==> config.mk <==
export PLATFORM = sky130hd
export DESIGN_NAME = uart_rx_sampler
export DESIGN_NICKNAME = d
export VERILOG_FILES = /design/src/rtl/uart_rx_pkg.sv /design/src/rtl/uart_rx_holding_reg.sv /design/src/rtl/uart_rx_sampler.sv
export SDC_FILE = /design/constraint.sdc
export NUM_CORES = 1
export LEC_CHECK = 0
export BUFFER_PORTS_ARGS = -buffer_cell sky130_fd_sc_hd__buf_2
export CORE_MARGIN = 5
export CORE_UTILIZATION = 30
export DETAILED_ROUTE_END_ITERATION = 8
export GPL_ROUTABILITY_DRIVEN = 0
export SLEW_MARGIN = 20
export SYNTH_ARGS = -nofsm -noshare
export SYNTH_HDL_FRONTEND = slang
export SYNTH_SLANG_ARGS = --single-unit
==> constraint.sdc <==
create_clock -name clk -period 1.8 [get_ports clk]
set_clock_uncertainty 0.15 [all_clocks]
set_input_delay 0.27 -clock clk [delete_from_list [all_inputs] [get_ports clk]]
set_output_delay 0.27 -clock clk [all_outputs]
set_load 0.1 [all_outputs]
==> src/rtl/uart_rx_pkg.sv <==
// uart_rx_pkg: shared state encoding, mid-bit sample points and parity helper for the UART receiver.
package uart_rx_pkg;

    typedef enum logic [2:0] {IDLE, START, DATA, PARITY, STOP} state_e;

    localparam logic [3:0] MID_START = 4'd7;
    localparam logic [3:0] MID_BIT   = 4'd15;

    function automatic logic parity_calc(input logic [7:0] data, input logic bit8, input logic odd_n_even);
        return ^(bit8 ? data : {1'b0, data[6:0]}) ^ odd_n_even;
    endfunction

endpackage

==> src/rtl/uart_rx_holding_reg.sv <==
// uart_rx_holding_reg: received-byte holding register with valid, overflow and sticky error flags,
// resolving a consumer read that lands on the same edge as a frame completion.
module uart_rx_holding_reg #(
    parameter bit SYNC_RESET = 1'b0
) (
    input  logic       clk,
    input  logic       reset_n,
    input  logic       complete,
    input  logic [7:0] data_in,
    input  logic       par_bad,
    input  logic       stop_bit,
    input  logic       read_rx_byte,
    output logic [7:0] rx_data,
    output logic       rx_valid,
    output logic       overflow,
    output logic       parity_err,
    output logic       framing_err
);

    logic       arst_n, srst;
    logic [7:0] rx_data_q, rx_data_d;
    logic       rx_valid_q, rx_valid_d;
    logic       overflow_q, overflow_d;
    logic       parity_err_q, parity_err_d;
    logic       framing_err_q, framing_err_d;

    assign arst_n = SYNC_RESET ? 1'b1 : reset_n;
    assign srst   = SYNC_RESET & ~reset_n;

    always_comb begin
        rx_data_d     = rx_data_q;
        rx_valid_d    = rx_valid_q;
        overflow_d    = overflow_q;
        parity_err_d  = parity_err_q;
        framing_err_d = framing_err_q;
        if (srst) begin
            rx_data_d     = '0;
            rx_valid_d    = 1'b0;
            overflow_d    = 1'b0;
            parity_err_d  = 1'b0;
            framing_err_d = 1'b0;
        end else if (complete) begin
            // a coincident read retires the old byte and its flags; only this frame's errors remain
            rx_data_d     = data_in;
            rx_valid_d    = 1'b1;
            overflow_d    = ~read_rx_byte & (overflow_q | rx_valid_q);
            parity_err_d  = (~read_rx_byte & parity_err_q) | par_bad;
            framing_err_d = (~read_rx_byte & framing_err_q) | ~stop_bit;
        end else if (read_rx_byte & rx_valid_q) begin
            rx_valid_d    = 1'b0;
            overflow_d    = 1'b0;
            parity_err_d  = 1'b0;
            framing_err_d = 1'b0;
        end
    end

    always_ff @(posedge clk or negedge arst_n) begin
        if (!arst_n) begin
            rx_data_q     <= '0;
            rx_valid_q    <= 1'b0;
            overflow_q    <= 1'b0;
            parity_err_q  <= 1'b0;
            framing_err_q <= 1'b0;
        end else begin
            rx_data_q     <= rx_data_d;
            rx_valid_q    <= rx_valid_d;
            overflow_q    <= overflow_d;
            parity_err_q  <= parity_err_d;
            framing_err_q <= framing_err_d;
        end
    end

    assign rx_data     = rx_data_q;
    assign rx_valid    = rx_valid_q;
    assign overflow    = overflow_q;
    assign parity_err  = parity_err_q;
    assign framing_err = framing_err_q;

endmodule

==> src/rtl/uart_rx_sampler.sv <==
// uart_rx_sampler: 16x-oversampled UART receive FSM (start detect, mid-bit sampling, parity, stop).
// Define UART_RX_MAJORITY_EN to decide each bit by a 3-sample majority instead of a single sample.
module uart_rx_sampler
    import uart_rx_pkg::*;
#(
    parameter bit SYNC_RESET = 1'b0
) (
    input  logic       clk,
    input  logic       reset_n,
    input  logic       baud_clock,
    input  logic       rx,
    input  logic       bit8,
    input  logic       parity_en,
    input  logic       odd_n_even,
    input  logic       read_rx_byte,
    output logic [7:0] rx_data,
    output logic       rx_valid,
    output logic       overflow,
    output logic       parity_err,
    output logic       framing_err
);

    logic       arst_n, srst;
    state_e     state_q, state_d;
    logic [3:0] samp_cnt_q, samp_cnt_d;
    logic [2:0] bit_cnt_q, bit_cnt_d;
    logic [7:0] shift_q, shift_d;
    logic       par_bad_q, par_bad_d;
    logic       samp, mid, last_bit, complete;

    assign arst_n = SYNC_RESET ? 1'b1 : reset_n;
    assign srst   = SYNC_RESET & ~reset_n;

`ifdef UART_RX_MAJORITY_EN
    logic [1:0] hist_q, hist_d;

    assign hist_d = srst ? 2'b00 : baud_clock ? {hist_q[0], rx} : hist_q;
    // the two previous ticks plus the current one form the three-sample vote
    assign samp   = (hist_q[1] & hist_q[0]) | (hist_q[1] & rx) | (hist_q[0] & rx);

    always_ff @(posedge clk or negedge arst_n) begin
        if (!arst_n) hist_q <= 2'b00;
        else         hist_q <= hist_d;
    end
`else
    assign samp = rx;
`endif

    assign mid      = samp_cnt_q == ((state_q == START) ? MID_START : MID_BIT);
    assign last_bit = bit_cnt_q == (bit8 ? 3'd7 : 3'd6);

    always_comb begin
        state_d    = state_q;
        samp_cnt_d = samp_cnt_q;
        bit_cnt_d  = bit_cnt_q;
        shift_d    = shift_q;
        par_bad_d  = par_bad_q;
        complete   = 1'b0;
        if (srst) begin
            state_d    = IDLE;
            samp_cnt_d = '0;
            bit_cnt_d  = '0;
            shift_d    = '0;
            par_bad_d  = 1'b0;
        end else if (baud_clock) begin
            samp_cnt_d = samp_cnt_q + 4'd1;
            case (state_q)
                IDLE: begin
                    samp_cnt_d = '0;
                    if (!rx) begin
                        state_d   = START;
                        par_bad_d = 1'b0;
                    end
                end
                START: if (mid) begin
                    state_d    = samp ? IDLE : DATA;
                    samp_cnt_d = '0;
                    bit_cnt_d  = '0;
                end
                DATA: if (mid) begin
                    // 7-bit frames shift in at bit 6 so the byte lands right-aligned with bit 7 clear
                    shift_d   = bit8 ? {samp, shift_q[7:1]} : {1'b0, samp, shift_q[6:1]};
                    bit_cnt_d = bit_cnt_q + 3'd1;
                    if (last_bit) state_d = parity_en ? PARITY : STOP;
                end
                PARITY: if (mid) begin
                    par_bad_d = samp != parity_calc(shift_q, bit8, odd_n_even);
                    state_d   = STOP;
                end
                STOP: if (mid) begin
                    complete = 1'b1;
                    state_d  = IDLE;
                end
                default: state_d = IDLE;
            endcase
        end
    end

    always_ff @(posedge clk or negedge arst_n) begin
        if (!arst_n) begin
            state_q    <= IDLE;
            samp_cnt_q <= '0;
            bit_cnt_q  <= '0;
            shift_q    <= '0;
            par_bad_q  <= 1'b0;
        end else begin
            state_q    <= state_d;
            samp_cnt_q <= samp_cnt_d;
            bit_cnt_q  <= bit_cnt_d;
            shift_q    <= shift_d;
            par_bad_q  <= par_bad_d;
        end
    end

    uart_rx_holding_reg #(.SYNC_RESET(SYNC_RESET)) u_hold (
        .clk          (clk),
        .reset_n      (reset_n),
        .complete     (complete),
        .data_in      ({bit8 & shift_q[7], shift_q[6:0]}),
        .par_bad      (par_bad_q),
        .stop_bit     (samp),
        .read_rx_byte (read_rx_byte),
        .rx_data      (rx_data),
        .rx_valid     (rx_valid),
        .overflow     (overflow),
        .parity_err   (parity_err),
        .framing_err  (framing_err)
    );

endmodule

==> results of run 1 <==
-- power by group --
part / switching, mW / total [mW] / internal (mW) / leakage, nW
clock network: 0.274 / 0.621 / 0.348 / 0.0505
logic: 0.361 / 0.665 / 0.305 / 0.487
registers: 0.0799 / 0.845 / 0.765 / 0.421
-- synthesized netlist by cell type, drive strengths merged (2+ instances only) --
cell	n
a21oi	4
a22o	3
a32o	2
a41oi	2
and3	2
and4	2
and4b	2
buf	4
clkbuf	4
dfrtp	31
ha	2
inv	6
mux2	7
nand2	28
nand3	7
nor2	2
nor2b	2
nor3	4
o21a	2
o21ai	10
o2bb2ai	2
o31ai	2
xnor2	9
-- routing by layer --
layer | track usage | routed length [um] | up-vias
met2 | 0.1571 | 1374 | 26
met1 | 0.1394 | 1576 | 574
met4 | 0.06373 | 79 | 0
li1 | - | - | 624
met5 | 0 | 0 | -
met3 | 0.03905 | 185 | 8
-- placed cells by master (no fill, tap or decap), types with 2 or more instances in the layout --
cell type / n
dfrtp_1: 31
nand2_1: 28
buf_2: 19
buf_4: 12
xnor2_1: 9
o21ai_0: 9
mux2_2: 7
nand3_1: 7
clkbuf_8: 7
inv_1: 6
a21oi_1: 4
nor3_1: 4
a22o_1: 3
nor2b_1: 2
o2bb2ai_1: 2
nor2_1: 2
a32o_1: 2
a41oi_1: 2
o31ai_1: 2
o21a_1: 2
ha_1: 2
-- cell type report --
cell class              count  area (um2)
well taps                  70       87.58
clock inverters             1       7.507
inverters                   6       22.52
multi-input cells         111       772.0
flip-flops and latches     31       775.7
fillers                   538        3151
clock buffers               7       96.34
repair buffers             32       195.2
-- path summary, 6_finish.rpt --
check | from | end | depth (start not counted) | slack, ps
worst max register to register | samp_cnt_q[0]$_DFFE_PN0P_ | bit_cnt_q[1]$_DFFE_PN0P_ | 6 | 90
worst min-delay path | read_rx_byte | u_hold.rx_valid$_DFFE_PN0P_ | 2 | 40
max in group asynchronous | reset_n | u_hold.rx_data[3]$_DFFE_PN0P_ | 2 | 640
min in group asynchronous | reset_n | samp_cnt_q[0]$_DFFE_PN0P_ | 2 | 410
worst min register to register | u_hold.rx_data[1]$_DFFE_PN0P_ | u_hold.rx_data[1]$_DFFE_PN0P_ | 2 | 320
worst max-delay path | samp_cnt_q[0]$_DFFE_PN0P_ | bit_cnt_q[1]$_DFFE_PN0P_ | 6 | 90
-- kinds of logic (layout without fill, tap and decap cells) --
kind of cell	Yosys count	count (layout)	share of synthesized area
AO/OA/AOI/OAI	35	35	0.1563
XOR/XNOR	11	11	0.06946
adder cells (fa/ha/maj)	2	2	0.01578
buffers and inverters	14	46	0.03551
flip-flops	31	31	0.4893
multiplexers	8	8	0.05604
AND/OR/NAND/NOR	55	55	0.1776
-- state kept, by name, indices dropped and copies added, names as in the netlist --
register and cells:
state_q 3, par_bad_q 1, u_hold.rx_valid 1, u_hold.framing_err 1, samp_cnt_q 4, u_hold.overflow 1
shift_q 8, bit_cnt_q 3, u_hold.rx_data 8, u_hold.parity_err 1
-- timing repair --
item                                   CTS  global route
buffers inserted                         0             0
hold buffers                             1             0
gates resized for setup                  0             6
setup endpoints to repair                0            10
endpoints found under the hold margin   31             0
==> results, run 1 <==
- The core outline area is between 5000 and 6000 um2.
- The number of remaining DRC errors is 0.
- The first routing iteration left 73 violations.
- The final setup TNS is 0 ps.
- The slew at the pin with the worst max-slew slack is 695.3 ps.
- The worst-path maximum fanout is 5.
- The final number of max-transition violations is 0.
- Prior to clock tree synthesis, the placed netlist has a worst setup slack of about 37 ps.
- From synthesis to final layout, the design area changed by 23.44%.
- The maximum level of the CTS H-tree is 2.
- Data on the critical path arrives at its endpoint at between 1500 and 2000 ps.
- The total number of yosys warnings is 0.
- The via count of the first global-routing pass is around 1200.
- The maximum vdd ir drop is 0.3164 mV.
- The number of buffers and inverters on the critical path is 1.
- The top cell type by total area after synthesis is dfrtp_1.
- The tree built by TritonCTS fans out to 31 sinks.
- The peak clock frequency supported by timing is around 600 MHz.
- The total power after layout is 2.132 mW.
- In this run the clock root is driven by a clkbuf_8.
- In this run the core area contains 26 standard-cell rows.
- The number of nets still failing antenna checks after routing is 0.
- The pre-antenna-repair detailed-routing pass consisted of 4 iterations.
- The share of the Yosys chip area taken by registers is 0.4893.
- The worst min-delay path category is in -> reg.
- Entering global routing, the biggest net connects 32 pins.
- The count of buffers added on input and output ports is 19.
- The global-route wire length before repair is 5506 um.
- The area of the die is approximately 6800 um2.
- The total of max-cap violations is 0.
- The async set-reset flop share out of synthesis is 1.000.
- For this run, the number of standard cells in the final layout without fillers is 258.
- The synthesized netlist occupies a cell area of 1585 um2.
- Counting distinct cell types in the post-synthesis netlist gives 41.
- The final-report hold violation count is 0.
- The number of buffers inserted during clock tree synthesis is 5.
- On the critical path, the stage with the largest delay is an instance of dfrtp_1.
- The total length of routed wires is 3215 um.
- The standard cell area after detailed placement is approximately 1800 um2.
- The delay of the slowest cell on the worst path is 380 ps.
- The flip-flop and latch count after synthesis is 31.
- After the last flow step, the layout net total stands at 197.
- In the final routed layout, each cell accounts on average for approximately 12 um.
- The effective utilization at floorplan is 0.3104.
- The vertical die dimension is 82.69 um.
- TritonCTS built the clock tree.
- The per-instance average area after synthesis is 10.16 um2.
- The cell area after layout is a little under 2000 um2.
- The power density of the placed cells is roughly 1100 nW/um2.
- The setup path with the least slack is of type reg -> reg.
- Setup violations remaining at the end of the flow were counted as 0.
- The total number of vias is about 1200.
- The flow ran to the end, and the final reports show no timing, DRC or antenna violations.
- The repair_antennas step left the layout with diodes totalling 0.
- The number of synthesized flops with an enable pin is 0.
- At the later pin of the worst-skew pair, clock insertion delay measures between 200 and 300 ps.
- Data on the critical path is required at its endpoint by ~1800 ps.
- Setup repair after global routing left no endpoint under its margin.
- The top cell family by delay on the critical path is simple AND/OR/NAND/NOR gates.
- The number of nets in the synthesized netlist is 166.
- Measured against its own limit, the worst slew margin works out to 0.5364.
- After global routing the overflow that remains totals 0.
- The worst-case hold slack is roughly 37 ps.
- In this run the count of I/O pins placed on the die edge is 20.
- In this run the deepest clock path goes through 2 buffers.
- By area the synthesized netlist is led by dfrtp_1 49%, nand2_1 6.6%, mux2_2 5.0%.
- The fraction of final layout cells with drive strength greater than 1 is 0.2766.
- The cell total after placement is ~250.
- The shortest clock period the worst path allows after layout is 1712 ps.
- The half-perimeter wire length after placement is 2346 um.
- The period utilization is 0.9508.
- The proportion of netlist area held by the largest area contributor is 0.4893.
- The overall fraction of global-route tracks in use is 0.1090.
- STA classifies the critical path endpoint as a register.
- The sort of element at the start of the critical path is a register.
- The signal on the critical path passes through ha_1, buf_4, and4b_2, and4_1, a21oi_1, o2bb2ai_1.
- The die outline width is a little over 80 um.
- The final worst setup slack is between 80 and 90 ps.
- The initial antenna violation count came to 0.
- The total leakage power is approximately 0.96 nW.
- The utilization after layout is 0.3831.
- The dominant synthesized flop cell is dfrtp_1.
- Using the TritonRoute via totals, the vias-per-cell ratio works out to between 4 and 5.
- In the synthesized netlist, the number of instances is 156.
- After clock tree synthesis, the clock-pin slew on the worst setup and hold paths is 70 ps.
No activity file was read; power rests on OpenSTA's default activity.
==> run 2: changes to the inputs <==
==> constraint.sdc (replaced) <==
create_clock -name clk -period 1.8 [get_ports clk]
set_clock_uncertainty 0.15 [all_clocks]
set_input_delay 0.45 -clock clk [delete_from_list [all_inputs] [get_ports clk]]
set_output_delay 0.45 -clock clk [all_outputs]
set_load 0.1 [all_outputs]
==> run 2 against run 1 <==
Compared with the run above: highest routed layer unchanged; via count increased by 1.3%; sequential power grew 0.9%; combinational power increased by 3.2%; register-to-register slack worse by 20 ps; critical path type unchanged; die area stayed put; final cell count increased by 1.6%; first-iteration DRC count up 1.4%; fmax fell by 0.99%; clock power about the same.
==> results, run 2 (synthesized netlist as in run 1, its figures left out) <==
- The flow ran to the end, and the final reports show no timing, DRC or antenna violations.
- The total leakage power came to 0.9709 nW (+1.3%).
- The core outline area is 5107 um2 (unchanged).
- Relative to the synthesized area, the layout overhead comes to 25.89%.
- The final number of max-transition violations is 0 (unchanged).
- The clock insertion delay at the later pin of the skew report is 290 ps (about the same).
- The cell sitting at the root of the clock tree is a clkbuf_8.
- The share of total power in sequential cells is 0.394 (-0.003).
- The slew at the pin with the worst max-slew slack is 487.8 ps (-207.5 ps).
- The maximum clock path buffer count is 2 (unchanged).
- The final instance count without filler cells is 262 (+1.6%).
- The fraction of final layout cells with drive strength greater than 1 was 0.3125 (+0.03590).
- The total length of routed wires is 3366 um (+4.7%).
- The maximum vdd ir drop came to 0.2857 mV (-9.7%).
- The total of max-cap violations is 0 (unchanged).
- The endpoint required time on the critical path is 1820 ps (about the same).
- The number of hold buffers added after CTS was 0 (-1).
- The data arrival time of the critical path is 1750 ps (+20 ps).
- The sum of overflow across all layers after global routing came to 0 (unchanged).
- The number of buffers inserted during clock tree synthesis is 5 (unchanged).
- The routed length per instance is 12.85 um (+3.1%).
- The count of port buffers added during placement was 19 (unchanged).
- The total number of clock tree sinks was 31 (unchanged).
- The initial antenna violation count is 0 (unchanged).
- The most common library cell in the layout ignoring fill and taps is dfrtp_1.
- The number of remaining DRC errors is 0 (unchanged).
- The logic gate share of total power is 0.317 (+0.005).
- The maximum level of the CTS H-tree came to 2 (unchanged).
- The sort of element at the start of the critical path is a register.
- The worst relative slew slack came to 0.6770 (+0.1406).
- The power density of the placed cells was 1084 nW/um2 (-0.48%).
- The reported net switching power is 740.6 uW (+3.7%).
- The overall fraction of global-route tracks in use is 0.1128 (+0.003795).
- The area of the die was 6838 um2 (unchanged).
- The switching share of power came to 0.3423 (+0.007239).
- The met3 routing resource usage after global routing is 0.02061 (-0.01844).
- The first-pass detailed-route iteration total is 4 (unchanged).
- The standard cell area after detailed placement was 1862 um2 (+2.1%).
- The cell total after placement is 254 (+2.0%).
- The via count of the first global-routing pass came to 1207 (+3.1%).
- The pin count of the biggest net entering global routing was 32 (unchanged).
- The number of rows in the core area is 26 (unchanged).
- The met1 track utilization from global routing is 0.1480 (+0.008638).
- The total power after layout is 2.164 mW (+1.5%).
- The count of endpoints failing setup in the final report is 0 (unchanged).
- The post-cts repair resize count is 0 (unchanged).
- The layout net count was 201 (+2.0%).
- The number of design-rule violations left by the first detailed-router iteration was 74 (+1.4%).
- The shortest clock period the worst path allows after layout is 1729 ps (+17.11 ps).
- The die outline width is 82.69 um (unchanged).
- The clock edge transition at the registers on the reported setup and hold paths came to 70 ps (about the same).
- The library cells used most frequently in the layout, excluding fill and tap cells, are 31 x dfrtp_1, 28 x nand2_1, 19 x buf_2.
- The antenna diode count is 0 (unchanged).
- The count of pins on the block boundary came to 20 (unchanged).
- TritonCTS built the clock tree.
- The period utilization came to 0.9603 (+0.009508).
- The worst hold path belongs to the class in -> async.
- The share of power burned in the clock network came to 0.288 (-0.003).
- The final setup TNS is 0 ps (unchanged).
- The met2 track utilization from global routing was 0.1691 (+0.01202).
- The type of the setup path with the least slack is reg -> reg.
- The peak clock frequency supported by timing came to 578.5 MHz (-0.99%).
- The number of nets still failing antenna checks after routing is 0 (unchanged).
- The layer flagged by global routing as most heavily used is met2.
- The cell area after layout is 1996 um2 (+2.0%).
- The internal power summed over all cells is 1.423 mW (+0.39%).
- The total number of vias was 1248 (+1.3%).
- The final-report hold violation count came to 0 (unchanged).
- The routed via count divided by cell count is 4.763 (-0.25%).
- The vertical die dimension came to 82.69 um (unchanged).
- The number of buffers inserted to repair setup after CTS was 0 (unchanged).
- The endpoint class of the critical path is a register.
- The effective utilization at floorplan came to 0.3104 (unchanged).
- The half-perimeter wire length after placement was 2443 um (+4.2%).
- The worst-path maximum fanout is 10 (+5).
- The global-route wire length before repair is 5623 um (+2.1%).
-- run 2: changes by cell type in the layout (fill, tap and decap cells not counted) --
cell / change
nor4b_2: +1
dlygate4sd3_1: -1
o41ai_2: +1
nand4b_2: +1
buf_6: +1
o41ai_1: -1
ha_1: -1
nand4b_4: -1
ha_2: +1
buf_4: +4
nor4b_1: -1
-- run 2: critical path, cell delays in order, from the launching register on --
cell,delay (ps)
dfrtp_1,410
ha_2,230
and3_2,250
nand4b_2,100
buf_6,140
mux2_2,340
-- run 2: path summary, 6_finish.rpt --
path	start	end	slack, ps	depth (start not counted)
min in group clk	read_rx_byte	u_hold.rx_valid$_DFFE_PN0P_	210	2
hold reg to reg	u_hold.rx_data[2]$_DFFE_PN0P_	u_hold.rx_data[2]$_DFFE_PN0P_	320	2
hold / removal	reset_n	bit_cnt_q[2]$_DFFE_PN0P_	10	2
max in group asynchronous	reset_n	shift_q[2]$_DFFE_PN0P_	1190	2
setup reg to reg	samp_cnt_q[0]$_DFFE_PN0P_	shift_q[0]$_DFFE_PN0P_	70	5
setup / recovery	samp_cnt_q[0]$_DFFE_PN0P_	shift_q[0]$_DFFE_PN0P_	70	5
-- run 2: cell type report --
cell class              count  area [um2]
flip-flops and latches     31       775.7
well taps                  70       87.58
fillers                   518        3112
clock buffers               7       96.34
repair buffers             36       226.5
multi-input cells         111       779.5
inverters                   6       22.52
clock inverters             1       7.507
-- run 2: routing by layer --
metal | wire, um | up-vias
met5 | 0 | -
met4 | 100 | 0
met3 | 117 | 7
met2 | 1468 | 21
met1 | 1679 | 589
li1 | - | 631
-- run 2: through the flow --
| stage | util | setup WS [ps] | hold WS, ps |
|---|---|---|---|
| floorplan | - | 78.20 | 4.409 |
| global placement | 0.3645 | -17.15 | 305.0 |
| detailed placement | 0.3645 | 7.827 | 311.7 |
| CTS | 0.3849 | 19.71 | 35.43 |
| global route | 0.3907 | -16.07 | 53.25 |
| finish | 0.3907 | 71.38 | 10.77 |
-- run 2: power by group through the flow --
| stage | registers (mW) | clock network (mW) | logic (mW) |
|---|---|---|---|
| after floorplan | 0.844 | 0 | 0.461 |
| after global placement | 0.854 | 0 | 0.650 |
| after detailed placement | 0.857 | 0 | 0.652 |
| after CTS | 0.844 | 0.639 | 0.657 |
| after global routing | 0.864 | 0.672 | 0.764 |
| final | 0.853 | 0.624 | 0.686 |
